<file path="config.mk">
export PLATFORM = sky130hd
export DESIGN_NAME = control_fsm
export DESIGN_NICKNAME = d
export VERILOG_FILES = /design/src/rtl/control_fsm.sv
export SDC_FILE = /design/constraint.sdc
export NUM_CORES = 1
export LEC_CHECK = 0
export CAP_MARGIN = 20
export CELL_PAD_IN_SITES_DETAIL_PLACEMENT = 1
export CELL_PAD_IN_SITES_GLOBAL_PLACEMENT = 2
export CORE_ASPECT_RATIO = 1.5
export CORE_MARGIN = 4
export CORE_UTILIZATION = 27
export DETAILED_ROUTE_END_ITERATION = 8
export GPL_TIMING_DRIVEN = 0
export MAX_ROUTING_LAYER = met4
export PLACE_DENSITY = 0.78
export SYNTH_ARGS = -nofsm -noshare
export SYNTH_HDL_FRONTEND = slang
export SYNTH_SLANG_ARGS = --single-unit
</file>
<file path="constraint.sdc">
create_clock -name clk -period 2.6 [get_ports clk]
set_input_delay 0.52 -clock clk [delete_from_list [all_inputs] [get_ports clk]]
set_output_delay 0.52 -clock clk [all_outputs]
set_load 0.01 [all_outputs]
</file>
<file path="src/rtl/control_fsm.sv">
// Multi-cycle RISC-V style control FSM with memory-wait timeout and sticky fault flags.
// Optional macro CONTROL_FSM_BNE_EN adds bne (funct3=001) branch handling in the BEQ state.
module control_fsm #(
  parameter int unsigned MAX_WAIT = 15,
  parameter int unsigned WAIT_W   = 8
) (
  input  logic       clk,
  input  logic       rst_n,
  input  logic [6:0] op,
  input  logic [2:0] funct3,
  input  logic       zero,
  input  logic       mem_ready,
  output logic       PCWrite,
  output logic       IRWrite,
  output logic       MemWrite,
  output logic       RegWrite,
  output logic       AdrSrc,
  output logic [1:0] ResultSrc,
  output logic [1:0] ALUSrcA,
  output logic [1:0] ALUSrcB,
  output logic [1:0] ALUOp,
  output logic [1:0] ImmSrc,
  output logic       illegal,
  output logic       mem_timeout,
  output logic [3:0] state_o
);

  typedef enum logic [3:0] {
    S_FETCH    = 4'd0,
    S_DECODE   = 4'd1,
    S_MEMADR   = 4'd2,
    S_MEMREAD  = 4'd3,
    S_MEMWB    = 4'd4,
    S_MEMWRITE = 4'd5,
    S_EXECR    = 4'd6,
    S_EXECI    = 4'd7,
    S_ALUWB    = 4'd8,
    S_BEQ      = 4'd9,
    S_JAL      = 4'd10,
    S_FAULT    = 4'd11
  } state_e;

  localparam logic [6:0] OP_LW   = 7'b0000011;
  localparam logic [6:0] OP_SW   = 7'b0100011;
  localparam logic [6:0] OP_RTYP = 7'b0110011;
  localparam logic [6:0] OP_ITYP = 7'b0010011;
  localparam logic [6:0] OP_BR   = 7'b1100011;
  localparam logic [6:0] OP_JAL  = 7'b1101111;

  state_e              state_q, state_d;
  logic [WAIT_W-1:0]   wait_cnt_q, wait_cnt_d;
  logic                illegal_q, illegal_d;
  logic                mem_timeout_q, mem_timeout_d;
  logic                wait_last;
  logic                in_wait;

  // State and sticky flag registers
  always_ff @(posedge clk or negedge rst_n) begin
    if (!rst_n) begin
      state_q       <= S_FETCH;
      wait_cnt_q    <= '0;
      illegal_q     <= 1'b0;
      mem_timeout_q <= 1'b0;
    end else begin
      state_q       <= state_d;
      wait_cnt_q    <= wait_cnt_d;
      illegal_q     <= illegal_d;
      mem_timeout_q <= mem_timeout_d;
    end
  end

  // Next state; the counter holds cycles already stalled, so this cycle is the last allowed one
  always_comb begin
    state_d       = state_q;
    illegal_d     = illegal_q;
    mem_timeout_d = mem_timeout_q;
    wait_last     = (wait_cnt_q == WAIT_W'(MAX_WAIT - 1));
    in_wait       = (state_q == S_FETCH) || (state_q == S_MEMREAD) || (state_q == S_MEMWRITE);

    case (state_q)
      S_FETCH, S_MEMREAD, S_MEMWRITE: begin
        if (mem_ready) begin
          case (state_q)
            S_FETCH:   state_d = S_DECODE;
            S_MEMREAD: state_d = S_MEMWB;
            default:   state_d = S_FETCH;
          endcase
        end else if (wait_last) begin
          state_d       = S_FAULT;
          mem_timeout_d = 1'b1;
        end
      end
      S_DECODE: begin
        case (op)
          OP_LW, OP_SW: state_d = S_MEMADR;
          OP_RTYP:      state_d = S_EXECR;
          OP_ITYP:      state_d = S_EXECI;
          OP_BR:        state_d = S_BEQ;
          OP_JAL:       state_d = S_JAL;
          default: begin
            state_d   = S_FAULT;
            illegal_d = 1'b1;
          end
        endcase
      end
      S_MEMADR:                 state_d = (op == OP_LW) ? S_MEMREAD : S_MEMWRITE;
      S_EXECR, S_EXECI, S_JAL:  state_d = S_ALUWB;
      S_MEMWB, S_ALUWB, S_BEQ:  state_d = S_FETCH;
      S_FAULT:                  state_d = S_FAULT;
      default:                  state_d = S_FAULT;
    endcase

    // Any state change clears the counter, which covers every entry into a wait state
    if (state_d != state_q) begin
      wait_cnt_d = '0;
    end else if (in_wait && !mem_ready) begin
      wait_cnt_d = wait_cnt_q + WAIT_W'(1);
    end else begin
      wait_cnt_d = wait_cnt_q;
    end
  end

  // Datapath controls; write strobes are forced low while reset is held
  always_comb begin
    PCWrite   = 1'b0;
    IRWrite   = 1'b0;
    MemWrite  = 1'b0;
    RegWrite  = 1'b0;
    AdrSrc    = 1'b0;
    ResultSrc = 2'b00;
    ALUSrcA   = 2'b00;
    ALUSrcB   = 2'b00;
    ALUOp     = 2'b00;

    case (op)
      OP_SW:   ImmSrc = 2'b01;
      OP_BR:   ImmSrc = 2'b10;
      OP_JAL:  ImmSrc = 2'b11;
      default: ImmSrc = 2'b00;
    endcase

    case (state_q)
      S_FETCH: begin
        ALUSrcB   = 2'b10;
        ResultSrc = 2'b10;
        IRWrite   = mem_ready;
        PCWrite   = mem_ready;
      end
      S_DECODE: begin
        ALUSrcA = 2'b01;
        ALUSrcB = 2'b01;
      end
      S_MEMADR: begin
        ALUSrcA = 2'b10;
        ALUSrcB = 2'b01;
      end
      S_MEMREAD: AdrSrc = 1'b1;
      S_MEMWRITE: begin
        AdrSrc   = 1'b1;
        MemWrite = mem_ready;
      end
      S_MEMWB: begin
        ResultSrc = 2'b01;
        RegWrite  = 1'b1;
      end
      S_EXECR: begin
        ALUSrcA = 2'b10;
        ALUOp   = 2'b10;
      end
      S_EXECI: begin
        ALUSrcA = 2'b10;
        ALUSrcB = 2'b01;
        ALUOp   = 2'b10;
      end
      S_ALUWB: RegWrite = 1'b1;
      S_BEQ: begin
        ALUSrcA = 2'b10;
        ALUOp   = 2'b01;
        if (funct3 == 3'b000) begin
          PCWrite = zero;
        end
`ifdef CONTROL_FSM_BNE_EN
        else if (funct3 == 3'b001) begin
          PCWrite = ~zero;
        end
`endif
      end
      S_JAL: begin
        ALUSrcA = 2'b01;
        ALUSrcB = 2'b10;
        PCWrite = 1'b1;
      end
      default: ;
    endcase

    if (!rst_n) begin
      PCWrite  = 1'b0;
      IRWrite  = 1'b0;
      MemWrite = 1'b0;
      RegWrite = 1'b0;
    end
  end

  assign illegal     = illegal_q;
  assign mem_timeout = mem_timeout_q;
  assign state_o     = state_q;

endmodule

</file>
### Yosys cells after proc, flatten, opt, wreduce, memory -nomap -nowiden

Index checks and enable logic that the tools add are counted.

| storage, ports and cells | value |
|---|---|
| output and inout port bits | 21 |
| word-level logic and storage cells | 69 |
| register bits | 14 |

| operators by class | value |
|---|---|
| reductions and logical operators | 21 |
| muxes and demuxes | 23 |
| add/sub/neg operators | 1 |
| bitwise gates (word level) | 2 |
| eq/ne operators | 18 |

Operators with widths:

| cell | count |
|---|---|
| $pmux 4 s5 | 2 |
| $eq 4x3->1 const B | 4 |
| $mux 8 | 2 |
| $pmux 2 s2 | 4 |
| $eq 7x6->1 const B | 2 |
| $eq 7x7->1 const B | 2 |
| $eq 4x4->1 const B | 3 |
| $reduce_or 2->1 | 6 |
| $reduce_or 3->1 | 4 |
| $mux 1 | 9 |
| $add 8x1->8 const B | 1 |
| $eq 4x2->1 const B | 2 |
| $eq 8x4->1 const B | 1 |
| $mux 4 | 2 |
| $eq 7x2->1 const B | 1 |
| $eq 7x5->1 const B | 1 |
| $pmux 2 s3 | 1 |
| $pmux 3 s2 | 1 |
| $reduce_or 6->1 | 1 |
| $eq 4x1->1 const B | 1 |
| $logic_not 4->1 | 1 |
| $ne 4x4->1 | 1 |
| $reduce_or 4->1 | 1 |
| $logic_not 3->1 | 1 |
| other kinds (9) | 11 |

### Depth between registers and ports, before layout

Gate-level depths: netlist (run 1).

| logic depth | value |
|---|---|
| depth in word-level cells | 6 |
| gate-level depth with buffers | 7 |
| depth with buffers taken out | 7 |

### Worst setup path after synthesis (run 1)

OpenSTA, ideal clock, no wires.

| timing path | value |
|---|---|
| path type | input-to-reg |
| start | input op[3] |
| end | register wait_cnt_q[0] |
| setup slack | 0.336 ns |
| arrival | 2.162 ns |
| setup time | 0.101 ns |
| required time | 2.499 ns |
| cell stages on the path | 6 |
| path through | or3_1 > buf_2 > or4_4 > o311ai_4 > o22ai_2 > nor4_1 |

| between the ends | value |
|---|---|
| word-level cells in the longest chain between the ends | 6 |
| elaborated cells on any way between the ends | 13 |

RTL lines:

| item | RTL line | text |
|---|---|---|
| start: declaration | 9 | `input logic [6:0] op,` |
| $eq 7x2->1 / $eq 7x6->1 (equally long branches) | 94, 106 |  |
| $reduce_or 2->1 | - |  |
| $pmux 4 s5 | 94 | `case (op)` |
| $pmux 4 s5 * | 80 | `case (state_q)` |
| $ne 4x4->1 * | 114 | `if (state_d != state_q) begin` |
| $mux 8 / $reduce_bool 2->1 (equally long branches) | - |  |
| end signal: assignment | 66 | `wait_cnt_q <= wait_cnt_d;` |
| end: declaration | 51 | `logic [WAIT_W-1:0] wait_cnt_q, wait_cnt_d;` |

Mark *: on every way between the ends. The rest lies on a longest branch, timed or not.
A chain may end at the register's enable or synchronous reset.

### Worst setup path after layout (run 1)

| timing path | value |
|---|---|
| start | input op[3] |
| end | register wait_cnt_q[7] |

Same word-level chain as after synthesis.

==> results.md, run 1 <==
- Startpoint types: primary input
- Final GP Congestion: about 0.79
- Worst setup EP type: register
- Share of layout cells above drive strength 1: 16.22%
- Slew HR: 41.31%
- Status: finished clean
- Die X: 63.00 um
- H-tree depth: 1
- Clock Power Share: 11.3%
- Netlist cell types: 45
- Worst VDD drop: 0.4438 mV
- Final Cycle Share: 97.79%
- Fin nets: roughly 200
- Area taken by multi-input logic gates: between 800 and 900 um^2
- Cts hold-fix bufs: 0
- Worst Tran Pin Value: 880.3 ps
- WL/cell: 18.37 um
- Skew final: 2.919 ps
- Min cycle time layout: about 2500 ps
- Power density over cell area: ~1100 mW/mm^2
- Fmax: roughly 400 MHz
- Synth async-reset ratio: 100.0%
- Met2 WL: 2.283 mm
- Clock-pin slew on the worst setup and hold paths: 60 ps
- #FFs+latches synth: 14
- Gate power share: 72.3%
- Synthesized area: 0.001225 mm^2
- CTS Sinks: 14
- Commonest non-fill, non-tap cells in the layout: 20 x clkdlybuf4s50_1, 13 x dfrtp_1, 12 x nor2_1
- Register share of total power: 16.3%
- Final non-filler cell area: 0.001737 mm^2
- M1 wire length: 1.626 mm
- Die Footprint: about 0.0057 mm^2
- YS warnings: 0
- Syn_area_per_cell: roughly 8.3 um^2
- Drt pass-1 iters: 4
- Die Y: roughly 90 um
- Drt drc: 0
- Int Power: 992.6 uW
- Slew Viols, Final: 0
- Maxcap violations: 0
- Sw frac: 47.87%
- TritonCTS Buffers: 3
- Critical Path Max Stage Delay: 520 ps
- Placed cell area: 0.001623 mm^2
- DR vias: 1315
- Unrepaired setup endpoints after global routing: true
- CTS Buffer Depth: 2
- Initial Util: 28.37%
- Sequential cell area: 351.6 um^2
- Worst slack, placed: -510.6 ps
- Initial DRC Count: between 50 and 60
- GRT Total Usage: 16.07%
- Met3 routed WL: 167 um
- Final hold viol count: 0
- Leakage power: around 0.00073 uW
- Most common cell after layout, fill and taps aside: clkdlybuf4s50_1
- CTS tree: done
- Number of fillers in the final layout: 529
- CP Class: primary input to register
- Antenna viol nets, final: 0
- Core Area: approximately 0.0043 mm^2
- Antenna violations before repair: 0
- FP Rows: 29
- WP data required: 2750 ps
- Final setup violating endpoints: 0
- Number of global-route vias before repair: 1440
- Top sig layer: met4
- HPWL after detailed placement: 3.361 mm
- Switch Pwr: 911.3 uW
- Setup TNS: 0 ps
- Total congestion overflow: 0
- Port Buffers: 34
- Top Ports: 35
- Worst EP arrival: 2690 ps
- Seq/Total Area, Yosys: 28.60%
- Largest net degree at the start of global routing: 18
- Synth-to-Final Area Change: 41.78%
- Post-Route WL: 4.243 mm
- Syn Inst Count: 147
- Vias per std cell: between 5 and 6
- Slowest CP cell: or4_4
- Synth Flop Type: dfrtp_1
- Clk Latency, worst-skew pair: between 200 and 300 ps
- Critical path cell sequence: dlygate4sd2_1 -> or3_1 -> buf_2 -> or4_4 -> o311ai_4 -> o22ai_4 -> nor4_1
- EDFF count, synth: 0
- First-pass GRT wire length: about 7.3 mm
- Worst min-delay path class: primary input to async pin
- Max FO, Critical Path: 8
- Setup ws final: 57.42 ps
- Syn Nets: 163
- Clk root buf: clkbuf_8
- Ant diodes: 0
worst max-delay path, delay by kind of cell:
kind	cells	cell delay, ps
AO/OA/AOI/OAI	2	520
buffers and inverters	2	460
AND/OR/NAND/NOR	3	1190
final timing paths:
path / from / endpoint / slack [ps] / depth (start not counted)
min in group clk: mem_timeout / mem_timeout / 470 / 1
hold / removal: rst_n / wait_cnt_q[3] / 300 / 1
setup / recovery: op[3] / wait_cnt_q[7] / 60 / 7
max in group asynchronous: rst_n / state_o[1] / 1970 / 1
hold reg to reg: mem_timeout / mem_timeout / 470 / 1
setup reg to reg: state_o[2] / wait_cnt_q[7] / 280 / 6
power by group through the flow:
stage / Combinational [uW] / Clock (uW) / Sequential [uW]
3_5_place_dp: 1300 / 0 / 300
4_1_cts: 1360 / 221 / 310
5_1_grt: 1500 / 235 / 318
3_3_place_gp: 1270 / 0 / 296
6_report: 1380 / 216 / 311
2_1_floorplan: 798 / 0 / 303
flip-flops by register name (all words and copies together) (netlist names):
name and flops:
illegal 1, mem_timeout 1, state_o 4, wait_cnt_q 8
Yosys cell counts (all sizes together) (2+ instances only):
| master | number | share of area [%] |
|---|---|---|
| dfrtp | 14 | 29 |
| nor2 | 12 | 3.7 |
| nand2 | 10 | 3.1 |
| nor4 | 10 | 5.1 |
| xnor2 | 9 | 6.4 |
| nand3 | 7 | 2.9 |
| nor3 | 7 | 2.9 |
| buf | 6 | 2.8 |
| clkbuf | 5 | 1.5 |
| nor2b | 5 | 2.6 |
| o21ai | 5 | 2.0 |
| nand2b | 4 | 2.0 |
| nor4b | 4 | 2.9 |
| xor2 | 4 | 2.9 |
| a21oi | 3 | 1.2 |
| and3b | 3 | 2.1 |
| nand4 | 3 | 1.5 |
| or3 | 3 | 1.5 |
| a22oi | 2 | 1.2 |
| a41oi | 2 | 1.4 |
| ha | 2 | 2.0 |
| inv | 2 | 0.61 |
| nand3b | 2 | 1.2 |
| nor3b | 2 | 1.2 |
| o21bai | 2 | 1.2 |
| o22ai | 2 | 1.5 |
| o31ai | 2 | 1.2 |
logic make-up after synthesis:
| family | Yosys count | synth area share, % |
|---|---|---|
| fa+ha+maj | 2 | 2.043 |
| xor+xnor | 13 | 9.295 |
| buf+inv | 13 | 4.903 |
| compound gates | 28 | 18.69 |
| flops | 14 | 28.60 |
| simple gates | 77 | 36.47 |
layer usage:
metal  track usage, %  vias to the layer above
met3            2.491                       13
met2            27.84                       41
met1            17.57                      636
li1                 -                      625
met4            7.919                        0
met5                -                        -
layout make-up:
type,count,area share (%)
Sequential cell,14,20.24
Timing Repair Buffer,35,19.81
Multi-Input combinational cell,120,49.21
Buffer,10,3.818
Inverter,2,0.4323
Tap cell,46,3.314
Clock buffer,4,3.170
what timing repair did:
action / CTS / global route
pin swaps: 3 / 0
gates resized for setup: 26 / 11
buffers inserted: 1 / 0
setup endpoints to repair: 22 / 13
metrics by stage:
stage	hold slack, ps	power, uW	util, %	cells
after global placement	455.1	1566	37.58	227
after CTS	307.5	1889	39.58	231
after global routing	327.8	2052	40.22	231
final	296.1	1904	40.22	231
after floorplan	224.4	1101	-	147
after detailed placement	456.3	1596	37.58	227
(Power assumes the default switching activity.)
==> run 2: changes to the inputs <==
- REMOVE_ABC_BUFFERS: unset -> 1
- clock period: 2.6 -> 2.5 ns (I/O delays scaled with it)
==> run 2 against run 1 <==
Register-to-register slack got worse by 50 ps. Total power grew 3.8%. Sequential share of layout area rose by 0.78 points. Via count decreased by 2.1%. Final cell count shrank 2.6%. Die area unchanged. Hold slack got worse by 17 ps. Sequential power is 40% higher. Utilization about the same. Critical path depth down 1. Clock-buffer cell count did not move.
==> results.md, run 2 (same netlist as run 1, synthesis figures left out) <==
- Status: finished clean (unchanged)
- Register share of total power: 22.0% (was 16.3%)
- Final GP Congestion: 0.7502 (was 0.7911)
- Clock-pin slew on the worst setup and hold paths: 60 ps (about the same)
- Clk root buf: clkbuf_8 (unchanged)
- CTS Buffer Depth: 2 (unchanged)
- Share of layout cells above drive strength 1: 16.20% (was 16.22%)
- Startpoint types: primary input (unchanged)
- Synth-to-Final Area Change: 41.88% (was 41.78%)
- Fmax: about 420 MHz
- Reg2reg start: state_o[1] (was state_o[2])
- Number of fillers in the final layout: 503 (was 529)
- Max FO, Critical Path: 8 (unchanged)
- Unrepaired setup endpoints after global routing: false (was true)
- WL/cell: 18.34 um (was 18.37 um)
- Slowest CP cell: or4_4 (unchanged)
- Drt drc: 0 (unchanged)
- HPWL after detailed placement: 2.926 mm (was 3.361 mm)
- Worst VDD drop: 0.5187 mV (was 0.4438 mV)
- Top reg by flops: wait_cnt_q (unchanged)
- Worst slack, placed: -548.1 ps (was -510.6 ps)
- Commonest non-fill, non-tap cells in the layout: 25 x clkdlybuf4s50_1, 12 x nor2_1, 10 x nand2_1, 10 x dfrtp_1 (was 20 x clkdlybuf4s50_1, 13 x dfrtp_1, 12 x nor2_1)
- Slew HR: 66.95% (was 41.31%)
- Skew final: 1.909 ps (was 2.919 ps)
- Worst r2r path cells: 5 (was 6)
- Vias per std cell: 5.720 (was 5.693)
- GRT Total Usage: 14.42% (was 16.07%)
- DR vias: 1287 (was 1315)
- WP data required: 2640 ps (was 2750 ps)
- Die X: 63.00 um (unchanged)
- Cts hold-fix bufs: 0 (unchanged)
- Top Ports: 35 (unchanged)
- Dpl cells: 216 (was 227)
- Final setup violating endpoints: 0 (unchanged)
- Slew Viols, Final: 0 (unchanged)
- Worst EP arrival: 2540 ps (was 2690 ps)
- Die Footprint: 0.005701 mm^2 (unchanged)
- Maxcap violations: 0 (unchanged)
- Final hold viol count: 0 (unchanged)
- Initial DRC Count: 40 (was 53)
- Leakage power: 0.0006548 uW (was 0.0007324 uW)
- CP delay by family, top: simple AND/OR/NAND/NOR gates (unchanged)
- Critical path cell sequence: dlygate4sd2_1 -> or3_4 -> or4_4 -> o311ai_4 -> o22ai_4 -> nor4_1 (was dlygate4sd2_1 -> or3_1 -> buf_2 -> or4_4 -> o311ai_4 -> o22ai_4 -> nor4_1)
- Finished Layout Cells: 225 (was 231)
- Placed cell area: 0.001570 mm^2 (was 0.001623 mm^2)
- Sw frac: 46.72% (was 47.87%)
- CTS Sinks: 14 (unchanged)
- Worst min-delay path class: primary input to async pin (unchanged)
- Final non-filler cell area: 0.001738 mm^2 (was 0.001737 mm^2)
- H-tree depth: 1 (unchanged)
- Port Buffers: 34 (unchanged)
- Ant diodes: 0 (unchanged)
- Antenna viol nets, final: 0 (unchanged)
- Max reg flops: 8 (unchanged)
- TritonCTS Buffers: 3 (unchanged)
- Post-Route WL: 4.127 mm (was 4.243 mm)
- Number of global-route vias before repair: 1353 (was 1440)
- Largest net degree at the start of global routing: 28 (was 18)
- FP Rows: 29 (unchanged)
- Setup ws final: 99.04 ps (was 57.42 ps)
- Worst r2r dst: wait_cnt_q[1] (was wait_cnt_q[7])
- Antenna violations before repair: 0 (unchanged)
- Int Power: 1053 uW (was 992.6 uW)
- Worst setup EP type: register (unchanged)
- Clock Power Share: 11.2% (was 11.3%)
- Reg-to-reg slack, setup: 230 ps (was 280 ps)
- Initial Util: 28.37% (unchanged)
- Fin nets: 196 (was 202)
- Critical Path Max Stage Delay: 510 ps (was 520 ps)
- Core Area: 0.004318 mm^2 (unchanged)
- Gate power share: 66.9% (was 72.3%)
- Total congestion overflow: 0 (unchanged)
- Switch Pwr: 923.2 uW (was 911.3 uW)
- Clk Latency, worst-skew pair: 250 ps (about the same)
- Worst hold slack: 279.6 ps (was 296.1 ps)
- Crit path buffers/inverters: 1 (was 2)
- First-pass GRT wire length: 6.651 mm (was 7.265 mm)
- CTS tree: done (unchanged)
- Worst Tran Pin Value: 495.8 ps (was 880.3 ps)
- Final Cycle Share: a little over nine tenths
- Drt pass-1 iters: 4 (unchanged)
- Min cycle time layout: 2401 ps
- CP Class: primary input to register (unchanged)
- Setup TNS: 0 ps (unchanged)
- Power density over cell area: 1137 mW/mm^2 (was 1096 mW/mm^2)
- Most common cell after layout, fill and taps aside: clkdlybuf4s50_1 (unchanged)
- Die Y: 90.50 um (unchanged)
==> run 2: cell types whose count changed in the layout (fill, tap and decap cells not counted), moves of 3 or more <==
cell and delta:
dlymetal6s2s_1 -3, dfrtp_1 -3, buf_2 -4, clkdlybuf4s50_1 +5, dfrtp_4 +4
==> run 2: how the worst max path moves through the flow <==
stage | start | endpoint | slack (ps) | cells after the start
floorplan | op[3] | wait_cnt_q[0] | 270 | 5
global placement | rst_n | IRWrite | -440 | 4
detailed placement | op[3] | wait_cnt_q[3] | -550 | 6
CTS | state_o[2] | IRWrite | -90 | 3
global route | funct3[0] | PCWrite | 5 | 6
finish | op[3] | wait_cnt_q[1] | 100 | 6
==> run 2: timing repair <==
item                                    CTS  global route
pin swaps                                 0             1
endpoints found under the setup margin   22            18
gates resized for setup                  20             9
cloned                                    0             0
buffers inserted                          0             5
==> run 2: final cells by class <==
| class | count | area [um^2] | share of cell area [%] |
|---|---|---|---|
| inverter | 2 | 7.507 | 0.4320 |
| multi-input combinational | 120 | 869.6 | 50.04 |
| timing repair buffer | 39 | 382.9 | 22.03 |
| clock buffer | 4 | 55.05 | 3.168 |
| tap | 46 | 57.56 | 3.312 |
| sequential | 14 | 365.4 | 21.02 |
==> run 2: power by group through the flow <==
stage / registers [uW] / logic [uW] / clock network (uW)
detailed placement: 481 / 1060 / 0
global placement: 471 / 1040 / 0
floorplan: 429 / 649 / 0
global route: 448 / 1440 / 240
finish: 434 / 1320 / 220
CTS: 490 / 1110 / 226
==> run 2: metal layers <==
metal | global-route usage, % | part of all wire, % | wire length, um | up-vias
met2 | 28.28 | 58 | 2407 | 19
met4 | 2.210 | 0.34 | 14 | 0
met1 | 15.31 | 39 | 1620 | 650
met3 | 1.619 | 2.0 | 84 | 2
met5 | - | 0 | 0 | -
li1 | - | - | - | 616
==> run 2: through the flow <==
stage                     power, uW  util (%)
after floorplan                1078         -
after global placement         1512     36.37
after detailed placement       1543     36.37
after CTS                      1822     38.37
after global routing           2130     40.25
final                          1976     40.25
